<file path="src/rtl/duty_ramp_controller_if.sv">
// Direction type and the command handshake bundle
// shared by the duty ramp controller and its command source.
package duty_ramp_pkg;
    typedef enum logic [1:0] {
        DIR_NONE = 2'd0,
        DIR_CW   = 2'd1,
        DIR_CCW  = 2'd2
    } rotation_direction_t;
endpackage

interface duty_ramp_if
    import duty_ramp_pkg::*;
#(
    parameter int duty_width = 10
);
    logic                  cmd_valid;
    logic                  cmd_ready;
    logic                  cmd_enable;
    rotation_direction_t   cmd_direction;
    logic [duty_width-1:0] cmd_duty;

    modport master (
        output cmd_valid,
        input  cmd_ready,
        output cmd_enable,
        output cmd_direction,
        output cmd_duty
    );

    modport slave (
        input  cmd_valid,
        output cmd_ready,
        input  cmd_enable,
        input  cmd_direction,
        input  cmd_duty
    );
endinterface

</file>
<file path="src/rtl/duty_ramp_controller.sv">
// Slews driver duty toward the commanded target and sequences
// direction reversals through ramp-down, coast and restart.
module duty_ramp_controller
    import duty_ramp_pkg::*;
#(
    parameter int clk_freq_hz      = 54_000_000,
    parameter int duty_width       = 10,
    parameter int counter_width    = 32,
    parameter int ramp_step_us     = 100,
    parameter int ramp_increment   = 1,
    parameter int max_duty         = 2**duty_width-1,
    parameter int stop_rpm         = 10,
    parameter int coast_timeout_ms = 500
) (
    input  logic                     sys_clk,
    input  logic                     reset_n,
    duty_ramp_if.slave               cmd,
    input  logic [counter_width-1:0] rpm,
    input  logic                     hall_error,
    output logic                     enable,
    output rotation_direction_t      direction,
    output logic [duty_width-1:0]    pwm_duty,
    output logic                     at_target,
    output logic [2:0]               ramp_state
);

    localparam int STEP_CYCLES = clk_freq_hz / 1_000_000 * ramp_step_us;
    localparam longint COAST_CYCLES =
        longint'(coast_timeout_ms) * longint'(clk_freq_hz) / 1000;
    localparam int PW = (STEP_CYCLES > 1) ? $clog2(STEP_CYCLES) : 1;
    localparam int TW = (COAST_CYCLES > 1) ? $clog2(COAST_CYCLES) : 1;

    localparam logic [PW-1:0] STEP_LAST = PW'(STEP_CYCLES - 1);
    localparam logic [TW-1:0] COAST_LAST = TW'(COAST_CYCLES - 1);
    localparam logic [duty_width:0] INC = (duty_width+1)'(ramp_increment);
    localparam logic [duty_width-1:0] MAXD = duty_width'(max_duty);
    localparam logic [counter_width-1:0] STOP = counter_width'(stop_rpm);

    typedef enum logic [2:0] {
        S_IDLE  = 3'd0,
        S_RAMP  = 3'd1,
        S_HOLD  = 3'd2,
        S_COAST = 3'd3,
        S_FAULT = 3'd4
    } state_e;

    state_e                state_q, state_d;
    logic [duty_width-1:0] pwm_q, pwm_d;
    rotation_direction_t   dir_q, dir_d;
    logic                  en_q, en_d;
    logic                  at_q, at_d;
    logic                  rdy_q, rdy_d;
    logic [PW-1:0]         cnt_q, cnt_d;
    logic [TW-1:0]         tmr_q, tmr_d;
    logic                  tgt_en_q, tgt_en_d;
    rotation_direction_t   tgt_dir_q, tgt_dir_d;
    logic [duty_width-1:0] tgt_duty_q, tgt_duty_d;

    logic                  accept;
    logic [duty_width-1:0] eff;
    logic                  reversal;
    logic                  start_ok;
    logic                  step_tick;
    logic [duty_width:0]   up, dn;
    logic [duty_width-1:0] step_val;

    assign accept    = cmd.cmd_valid & rdy_q;
    assign step_tick = (cnt_q == STEP_LAST);

    always_comb begin
        tgt_en_d   = tgt_en_q;
        tgt_dir_d  = tgt_dir_q;
        tgt_duty_d = tgt_duty_q;
        if (accept) begin
            tgt_en_d   = cmd.cmd_enable;
            tgt_dir_d  = cmd.cmd_direction;
            tgt_duty_d = (cmd.cmd_duty > MAXD) ? MAXD : cmd.cmd_duty;
        end
    end

    // Target only counts when it points the way the driver is spinning.
    always_comb begin
        eff      = '0;
        reversal = 1'b0;
        start_ok = 1'b0;
        if (tgt_en_q && tgt_dir_q != DIR_NONE) begin
            if (tgt_dir_q == dir_q) eff = tgt_duty_q;
            else reversal = 1'b1;
            start_ok = (tgt_duty_q != '0);
        end
    end

    // Wide arithmetic so a step can neither wrap nor overshoot.
    always_comb begin
        up = {1'b0, pwm_q} + INC;
        dn = {1'b0, pwm_q} - INC;
        if (pwm_q < eff) begin
            step_val = (up > {1'b0, eff}) ? eff : up[duty_width-1:0];
        end else if ({1'b0, pwm_q} < ({1'b0, eff} + INC)) begin
            step_val = eff;
        end else begin
            step_val = dn[duty_width-1:0];
        end
    end

    always_comb begin
        state_d = state_q;
        pwm_d   = pwm_q;
        dir_d   = dir_q;
        en_d    = en_q;
        cnt_d   = '0;
        tmr_d   = '0;
        if (hall_error) begin
            state_d = S_FAULT;
        end else begin
            unique case (state_q)
                S_IDLE: begin
                    if (start_ok) begin
                        state_d = S_RAMP;
                        dir_d   = tgt_dir_q;
                        en_d    = 1'b1;
                    end
                end
                S_RAMP: begin
                    cnt_d = step_tick ? '0 : cnt_q + 1'b1;
                    if (pwm_q == eff && eff != '0) begin
                        state_d = S_HOLD;
                    end else if (pwm_q == '0 && eff == '0) begin
                        state_d = reversal ? S_COAST : S_IDLE;
                    end else if (step_tick) begin
                        pwm_d = step_val;
                    end
                end
                S_HOLD: begin
                    if (eff != pwm_q) state_d = S_RAMP;
                end
                S_COAST: begin
                    tmr_d = tmr_q + 1'b1;
                    if (rpm <= STOP) begin
                        state_d = S_RAMP;
                        dir_d   = tgt_dir_q;
                        en_d    = 1'b1;
                    end else if (tmr_q == COAST_LAST) begin
                        state_d = S_FAULT;
                    end
                end
                S_FAULT: begin
                    if (accept && !cmd.cmd_enable) state_d = S_IDLE;
                end
                default: state_d = S_IDLE;
            endcase
        end
        if (state_d != state_q) begin
            cnt_d = '0;
            tmr_d = '0;
        end
        // Driver is released whenever we are not actively ramping or holding.
        if (state_d == S_IDLE || state_d == S_COAST || state_d == S_FAULT) begin
            en_d  = 1'b0;
            pwm_d = '0;
            dir_d = DIR_NONE;
        end
        at_d  = (state_d == S_HOLD);
        rdy_d = (state_d != S_COAST);
    end

    always_ff @(posedge sys_clk or negedge reset_n) begin
        if (!reset_n) begin
            state_q    <= S_IDLE;
            pwm_q      <= '0;
            dir_q      <= DIR_NONE;
            en_q       <= 1'b0;
            at_q       <= 1'b0;
            rdy_q      <= 1'b1;
            cnt_q      <= '0;
            tmr_q      <= '0;
            tgt_en_q   <= 1'b0;
            tgt_dir_q  <= DIR_NONE;
            tgt_duty_q <= '0;
        end else begin
            state_q    <= state_d;
            pwm_q      <= pwm_d;
            dir_q      <= dir_d;
            en_q       <= en_d;
            at_q       <= at_d;
            rdy_q      <= rdy_d;
            cnt_q      <= cnt_d;
            tmr_q      <= tmr_d;
            tgt_en_q   <= tgt_en_d;
            tgt_dir_q  <= tgt_dir_d;
            tgt_duty_q <= tgt_duty_d;
        end
    end

    assign enable        = en_q;
    assign direction     = dir_q;
    assign pwm_duty      = pwm_q;
    assign at_target     = at_q;
    assign ramp_state    = state_q;
    assign cmd.cmd_ready = rdy_q;

endmodule

</file>
<file path="src/flat_wrapper.sv">
// flat-port wrapper written by rule: the top's interface ports become plain ports
module duty_ramp_controller_flat import duty_ramp_pkg::*;
#(
    parameter int clk_freq_hz      = 54_000_000,
    parameter int duty_width       = 10,
    parameter int counter_width    = 32,
    parameter int ramp_step_us     = 100,
    parameter int ramp_increment   = 1,
    parameter int max_duty         = 2**duty_width-1,
    parameter int stop_rpm         = 10,
    parameter int coast_timeout_ms = 500
)
  (sys_clk, reset_n, rpm, hall_error, enable, direction, pwm_duty, at_target, ramp_state, cmd_cmd_valid, cmd_cmd_ready, cmd_cmd_enable, cmd_cmd_direction, cmd_cmd_duty);
  duty_ramp_if #(.duty_width(duty_width)) cmd_i ();
  input  logic sys_clk;
  input  logic reset_n;
  input  logic [counter_width-1:0] rpm;
  input  logic hall_error;
  output logic enable;
  output rotation_direction_t direction;
  output logic [duty_width-1:0] pwm_duty;
  output logic at_target;
  output logic [2:0] ramp_state;
  input wire logic [$bits(cmd_i.cmd_valid)-1:0] cmd_cmd_valid;
  output wire logic [$bits(cmd_i.cmd_ready)-1:0] cmd_cmd_ready;
  input wire logic [$bits(cmd_i.cmd_enable)-1:0] cmd_cmd_enable;
  input wire logic [$bits(cmd_i.cmd_direction)-1:0] cmd_cmd_direction;
  input wire logic [$bits(cmd_i.cmd_duty)-1:0] cmd_cmd_duty;
  assign cmd_i.cmd_valid = cmd_cmd_valid;
  assign cmd_cmd_ready = cmd_i.cmd_ready;
  assign cmd_i.cmd_enable = cmd_cmd_enable;
  assign cmd_i.cmd_direction = cmd_cmd_direction;
  assign cmd_i.cmd_duty = cmd_cmd_duty;
  duty_ramp_controller #(.clk_freq_hz(clk_freq_hz), .duty_width(duty_width), .counter_width(counter_width), .ramp_step_us(ramp_step_us), .ramp_increment(ramp_increment), .max_duty(max_duty), .stop_rpm(stop_rpm), .coast_timeout_ms(coast_timeout_ms)) u_core (.sys_clk(sys_clk), .reset_n(reset_n), .cmd(cmd_i), .rpm(rpm), .hall_error(hall_error), .enable(enable), .direction(direction), .pwm_duty(pwm_duty), .at_target(at_target), .ramp_state(ramp_state));
endmodule
</file>
<file path="config.mk">
export PLATFORM = sky130hd
export DESIGN_NAME = duty_ramp_controller_flat
export DESIGN_NICKNAME = d
export VERILOG_FILES = /design/src/rtl/duty_ramp_controller_if.sv /design/src/rtl/duty_ramp_controller.sv /design/src/flat_wrapper.sv
export SDC_FILE = /design/constraint.sdc
export NUM_CORES = 1
export LEC_CHECK = 0
export CORE_MARGIN = 10
export CORE_UTILIZATION = 55
export DETAILED_ROUTE_END_ITERATION = 10
export HOLD_SLACK_MARGIN = 0.02
export PLACE_DENSITY = 0.77
export SYNTH_ARGS = -nofsm -noshare
export SYNTH_HDL_FRONTEND = slang
export SYNTH_SLANG_ARGS = --single-unit
export TNS_END_PERCENT = 20
</file>
<file path="constraint.sdc">
create_clock -name sys_clk -period 8.7 [get_ports sys_clk]
set_clock_uncertainty 0.05 [all_clocks]
set_input_delay 1.305 -clock sys_clk [delete_from_list [all_inputs] [get_ports sys_clk]]
set_output_delay 1.305 -clock sys_clk [all_outputs]
set_load 0.02 [all_outputs]
</file>
Word level (Yosys, flattened, before mapping). Cells that the tools add are included.

Add/sub/neg operators: 5. Magnitude comparators: 5. Equality and inequality tests: 19. Mux-type cells: 42. Bitwise operators: 1. Reductions and logical operators: 19.

Operator list (count): $mux W10 (12); $mux W25 (3); $mux W13 (4); $le A32 B4 Y1 const B (1); $add A25 B1 Y25 const B (1); $eq A25 B25 Y1 const B (1); $mux W3 (8); $add A10 B1 Y11 const B (2); $logic_not A10 Y1 (2); $reduce_bool A10 Y1 (2); $pmux W3 S5 (1); $add A13 B1 Y13 const B (1); $eq A13 B13 Y1 const B (1); $eq A3 B2 Y1 const B (4); $gt A11 B10 Y1 (1); $lt A10 B11 Y1 (1); $eq A10 B10 Y1 (1); $gt A10 B10 Y1 const B (1); $lt A10 B10 Y1 (1); $mux W2 (5); $ne A10 B10 Y1 (1); $sub A10 B1 Y10 const B (1); $mux W1 (7); $eq A3 B3 Y1 const B (2); 18 further kinds (27).

Flip-flop bits (word level): 69. Input bits: 49. Output and inout bits: 18. Word-level logic and storage cells: 102.

Logic depth before layout (Yosys ltp).
Depth after elaboration: 14. Gate-level depth with buffers: 18.

Worst setup path after synthesis. No wires, ideal clock.

Path kind: register -> register. Start: register u_core.dir_q[1] (netlist: u_core.direction[1]). End: register u_core.pwm_q[7] (netlist: u_core.pwm_duty[7]). Library setup time: 0.111 ns. Arrival: 3.884 ns. Data required time: 8.539 ns. Slack: 4.655 ns. Stages on the path, launching flop included: 18. Buffers on the path: 1. Clock period less this slack: 4.045 ns. Path through: dfrtp_1 -> xnor2_2 -> a32o_1 -> clkbuf_1 -> nand2_1 -> inv_1 -> ha_1 -> nand4_1 -> nor2_1 -> xor2_1 -> ha_1 -> nand4_1 -> a21oi_1 -> a2111oi_0 -> o21ai_0 -> nand2_1 -> o22ai_1 -> a2111oi_2.

Cells in the longest elaborated chain, start to end: 14. Elaborated cells on any way between the ends: 41. Those cells by class: add/sub: 1; order compare: 3; eq/ne: 8; mux: 19; reduce/logical: 10.

RTL lines: start: declaration (line duty_ramp_controller.sv:49) `rotation_direction_t dir_q, dir_d;`; start signal: assignment (line duty_ramp_controller.sv:183) `dir_q <= dir_d;`; $eq A2 B2 Y1 (*) (line duty_ramp_controller.sv:87) `if (tgt_dir_q == dir_q) eff = tgt_duty_q;`; parallel branches: the longest is 13 deep, another holds $add A10 B1 Y11; end signal: assignment (line duty_ramp_controller.sv:182) `pwm_q <= pwm_d;`; end: declaration (line duty_ramp_controller.sv:48) `logic [duty_width-1:0] pwm_q, pwm_d;`.

Every way passes the cells marked *. The select of a mux whose other input is x is not followed. A chain may end at the register's enable or synchronous reset.

Final worst setup path. Ends and elaborated chain as after synthesis.

==> key figures <==
Pwr
  – P per Cell Area: 114 nW/µm²
  – Maximum vdd drop: 0.0857 mV
  – Pleak: 2.34 nW

Critical path
  – Worst reg2reg startpoint: u_core.direction[1]$_DFFE_PN0P_
  – Worst R2R Path Depth: 16
  – Crit-path max FO: 14
  – Crit Path Class: flop to flop
  – Critical Path Source Type: flop
  – CP endpoint kind: flop
  – Crit path DAT: 5390 ps
  – R2R Setup Slk: 3500 ps
  – RR Endpoint: u_core.pwm_duty[7]$_DFFE_PN0P_
  – CP Data Required Time: 8880 ps
  – CP Launch Point: u_core.direction[1]$_DFFE_PN0P_

Place
  – DP Area: 5670 µm²
  – Final GP Congestion: 0.939
  – DP Wirelength: 10300 µm
  – Place WS: 3640 ps
  – Port-buffer cells: 66

Finish
  – Fin area: 5870 µm²
  – Core Util, Final: 67.0%
  – Fill cells: 702
  – Multi-input gate area: 3080 µm²
  – Nets: 701
  – Layout cells sized above 1: 7.58%
  – FF+latch area: 1730 µm²
  – Antenna Cells: 0
  – Area grow syn2layout: 18.3%

Die
  – Core area: 8760 µm²
  – Chip width: 115 µm
  – Die H: 115 µm
  – Die area: 13200 µm²
  – Initial Util: 56.6%
  – FP Rows: 34
  – Ports: 67

Drt
  – Pre-antenna DRT Iters: 5
  – Vias/cell: 6.11
  – Initial drt markers: 366
  – Via count: 4446
  – Post-Route WL: 13600 µm
  – Post-route ant nets: 0
  – Wire length per cell: 18.7 µm
  – Post-route DRC: 0

Synth
  – Most common cell in the synthesized netlist: dfrtp_1
  – Ranking of synthesized cells by instance count: dfrtp_1 (68), nor2_1 (64), nand2_1 (46)
  – Yosys warnings: 0
  – Ys flop type: dfrtp_1
  – Flops & latches, synth: 69
  – Mean Syn Cell Area: 8.99 µm²
  – Ys async rst share: 100%
  – Yosys top cell area share: 34.3%
  – Seq/Total Area, Yosys: 34.8%
  – Synth cell types: 66
  – Yosys top cell by area: dfrtp_1
  – Number of synthesized flops with an enable pin: 0
  – Cell count after synthesis: 552
  – Synth top area cells: dfrtp_1 (34%), ha_1 (9.3%), nor2_1 (4.8%)
  – Mapped Area: 4960 µm²
  – Synthesized Nets: 638

Clock tree
  – Clk buf depth: 2
  – Cts bufs inserted: 9
  – CTS clk-pin slew, worst paths: 80 ps
  – H-tree levels: 3
  – CTS Sinks: 69
  – CTS tree: yes
  – # Post-CTS Setup Buffers: 0
  – Skew-Pair Late Insertion Delay: 350 ps
  – CTS root buf: clkbuf_8
  – Post-cts sizing count: 0
  – Hold Buf Count CTS: 0

Hold path
  – WHS Path Cells: 1
  – Worst Hold Launch: u_core.tmr_q[0]$_DFF_PN0_
  – Hold EP: u_core.tmr_q[0]$_DFF_PN0_
  – Worst min path class: flop to flop

Timing
  – Final worst path period share: 59.8%
  – Fin Setup TNS: 0 ps
  – Max-slew violation count: 0
  – Highest clock rate: 192 MHz
  – RSZ-0062 raised after global routing: false
  – Worst slew pin tran: 1170 ps
  – Fin worst setup slack: 3500 ps
  – Final Critical Period: 5200 ps
  – Worst relative slew slack: 21.9%
  – Finish-stage setup viols: 0
  – Final Hold Fails: 0

Global route
  – Pin count of the biggest net entering global routing: 70
  – Grt total ovfl: 0
  – Global-route wire length before repair: 22500 µm
  – Initial antenna violation count: 0
  – Gr usage total: 20.8%
  – Number of global-route vias before repair: 4368

Flow run
  – Max cap viols: 0

Run status
  – Status: finished, final reports clean
-- power by group --
group	leakage [nW]	switching (mW)	total, mW	internal, mW
logic	1.32	0.0289	0.0648	0.0360
clock network	0.0964	0.123	0.262	0.140
registers	0.927	0.0122	0.340	0.327
total	2.34	0.164	0.667	0.503
-- logic make-up after synthesis --
logic type / count (synthesis) / synth area share [%]
AND/OR/NAND/NOR: 247 / 25.9
AO/OA/AOI/OAI: 96 / 13.5
flip-flops: 69 / 34.8
XOR/XNOR: 53 / 9.50
adder cells (fa/ha/maj): 37 / 9.33
buffers and inverters: 34 / 3.13
multiplexers: 16 / 3.81
-- metrics by stage --
stage	instances	power, mW	hold slack [ps]
3_5_place_dp	711	0.410	440
2_1_floorplan	552	0.371	402
3_3_place_gp	711	0.409	425
4_1_cts	727	0.671	451
6_report	728	0.667	446
5_1_grt	728	0.692	481
-- worst max path at each step --
stage,slack [ps],cells past startpoint,endpoint
finish,3500,16,u_core.pwm_duty[7]$_DFFE_PN0P_
detailed placement,3640,16,u_core.pwm_duty[7]$_DFFE_PN0P_
global route,2940,16,u_core.pwm_duty[7]$_DFFE_PN0P_
CTS,3620,16,u_core.pwm_duty[7]$_DFFE_PN0P_
global placement,3820,16,u_core.pwm_duty[7]$_DFFE_PN0P_
floorplan,4650,17,u_core.pwm_duty[7]$_DFFE_PN0P_
-- placed cells by master (no fill, tap or decap), types with 15 or more instances in the layout --
master / instances
o21ai_0: 17
nand2_1: 46
a21oi_1: 25
nand3_1: 30
nor2_1: 64
xnor2_1: 27
ha_1: 37
xor2_1: 25
nor3_1: 15
inv_1: 18
clkdlybuf4s50_1: 65
nand4_1: 18
dfrtp_1: 68
-- worst max-delay path, cell delays in order (launching register included) --
cell	delay, ps
dfrtp_1	440
xnor2_2	310
a32o_1	530
nand2_1	260
inv_1	210
ha_1	260
nand4_1	190
nor2_1	180
xor2_1	160
ha_1	270
nand4_1	110
a21oi_1	60
a2111oi_0	670
o21ai_0	500
nand2_1	360
o22ai_1	160
a2111oi_2	360
-- state kept, by name, indices dropped and copies added, names as in the netlist --
| name | flops |
|---|---|
| u_core.at_target | 1 |
| u_core.direction | 2 |
| u_core.tgt_duty_q | 10 |
| u_core.pwm_duty | 10 |
| u_core.cmd.cmd_ready | 1 |
| u_core.cnt_q | 13 |
| u_core.ramp_state | 3 |
| u_core.tmr_q | 25 |
| u_core.tgt_en_q | 1 |
| u_core.enable | 1 |
| u_core.tgt_dir_q | 2 |
-- per-layer routing --
layer	GRT usage (%)	part of all wire [%]	up-vias
met1	25.6	41	2102
met2	36.5	51	176
li1	-	-	2142
met3	2.81	6.3	26
met4	7.18	2.1	0
met5	0	0	-
-- layout make-up --
| class | count | area share, % |
|---|---|---|
| clock buffers | 12 | 2.47 |
| clock inverters | 4 | 0.810 |
| inverters | 18 | 1.15 |
| multi-input cells | 449 | 52.5 |
| flip-flops and latches | 69 | 29.4 |
| well taps | 108 | 2.30 |
| repair buffers | 68 | 11.4 |
No activity file was read; power rests on OpenSTA's default activity.
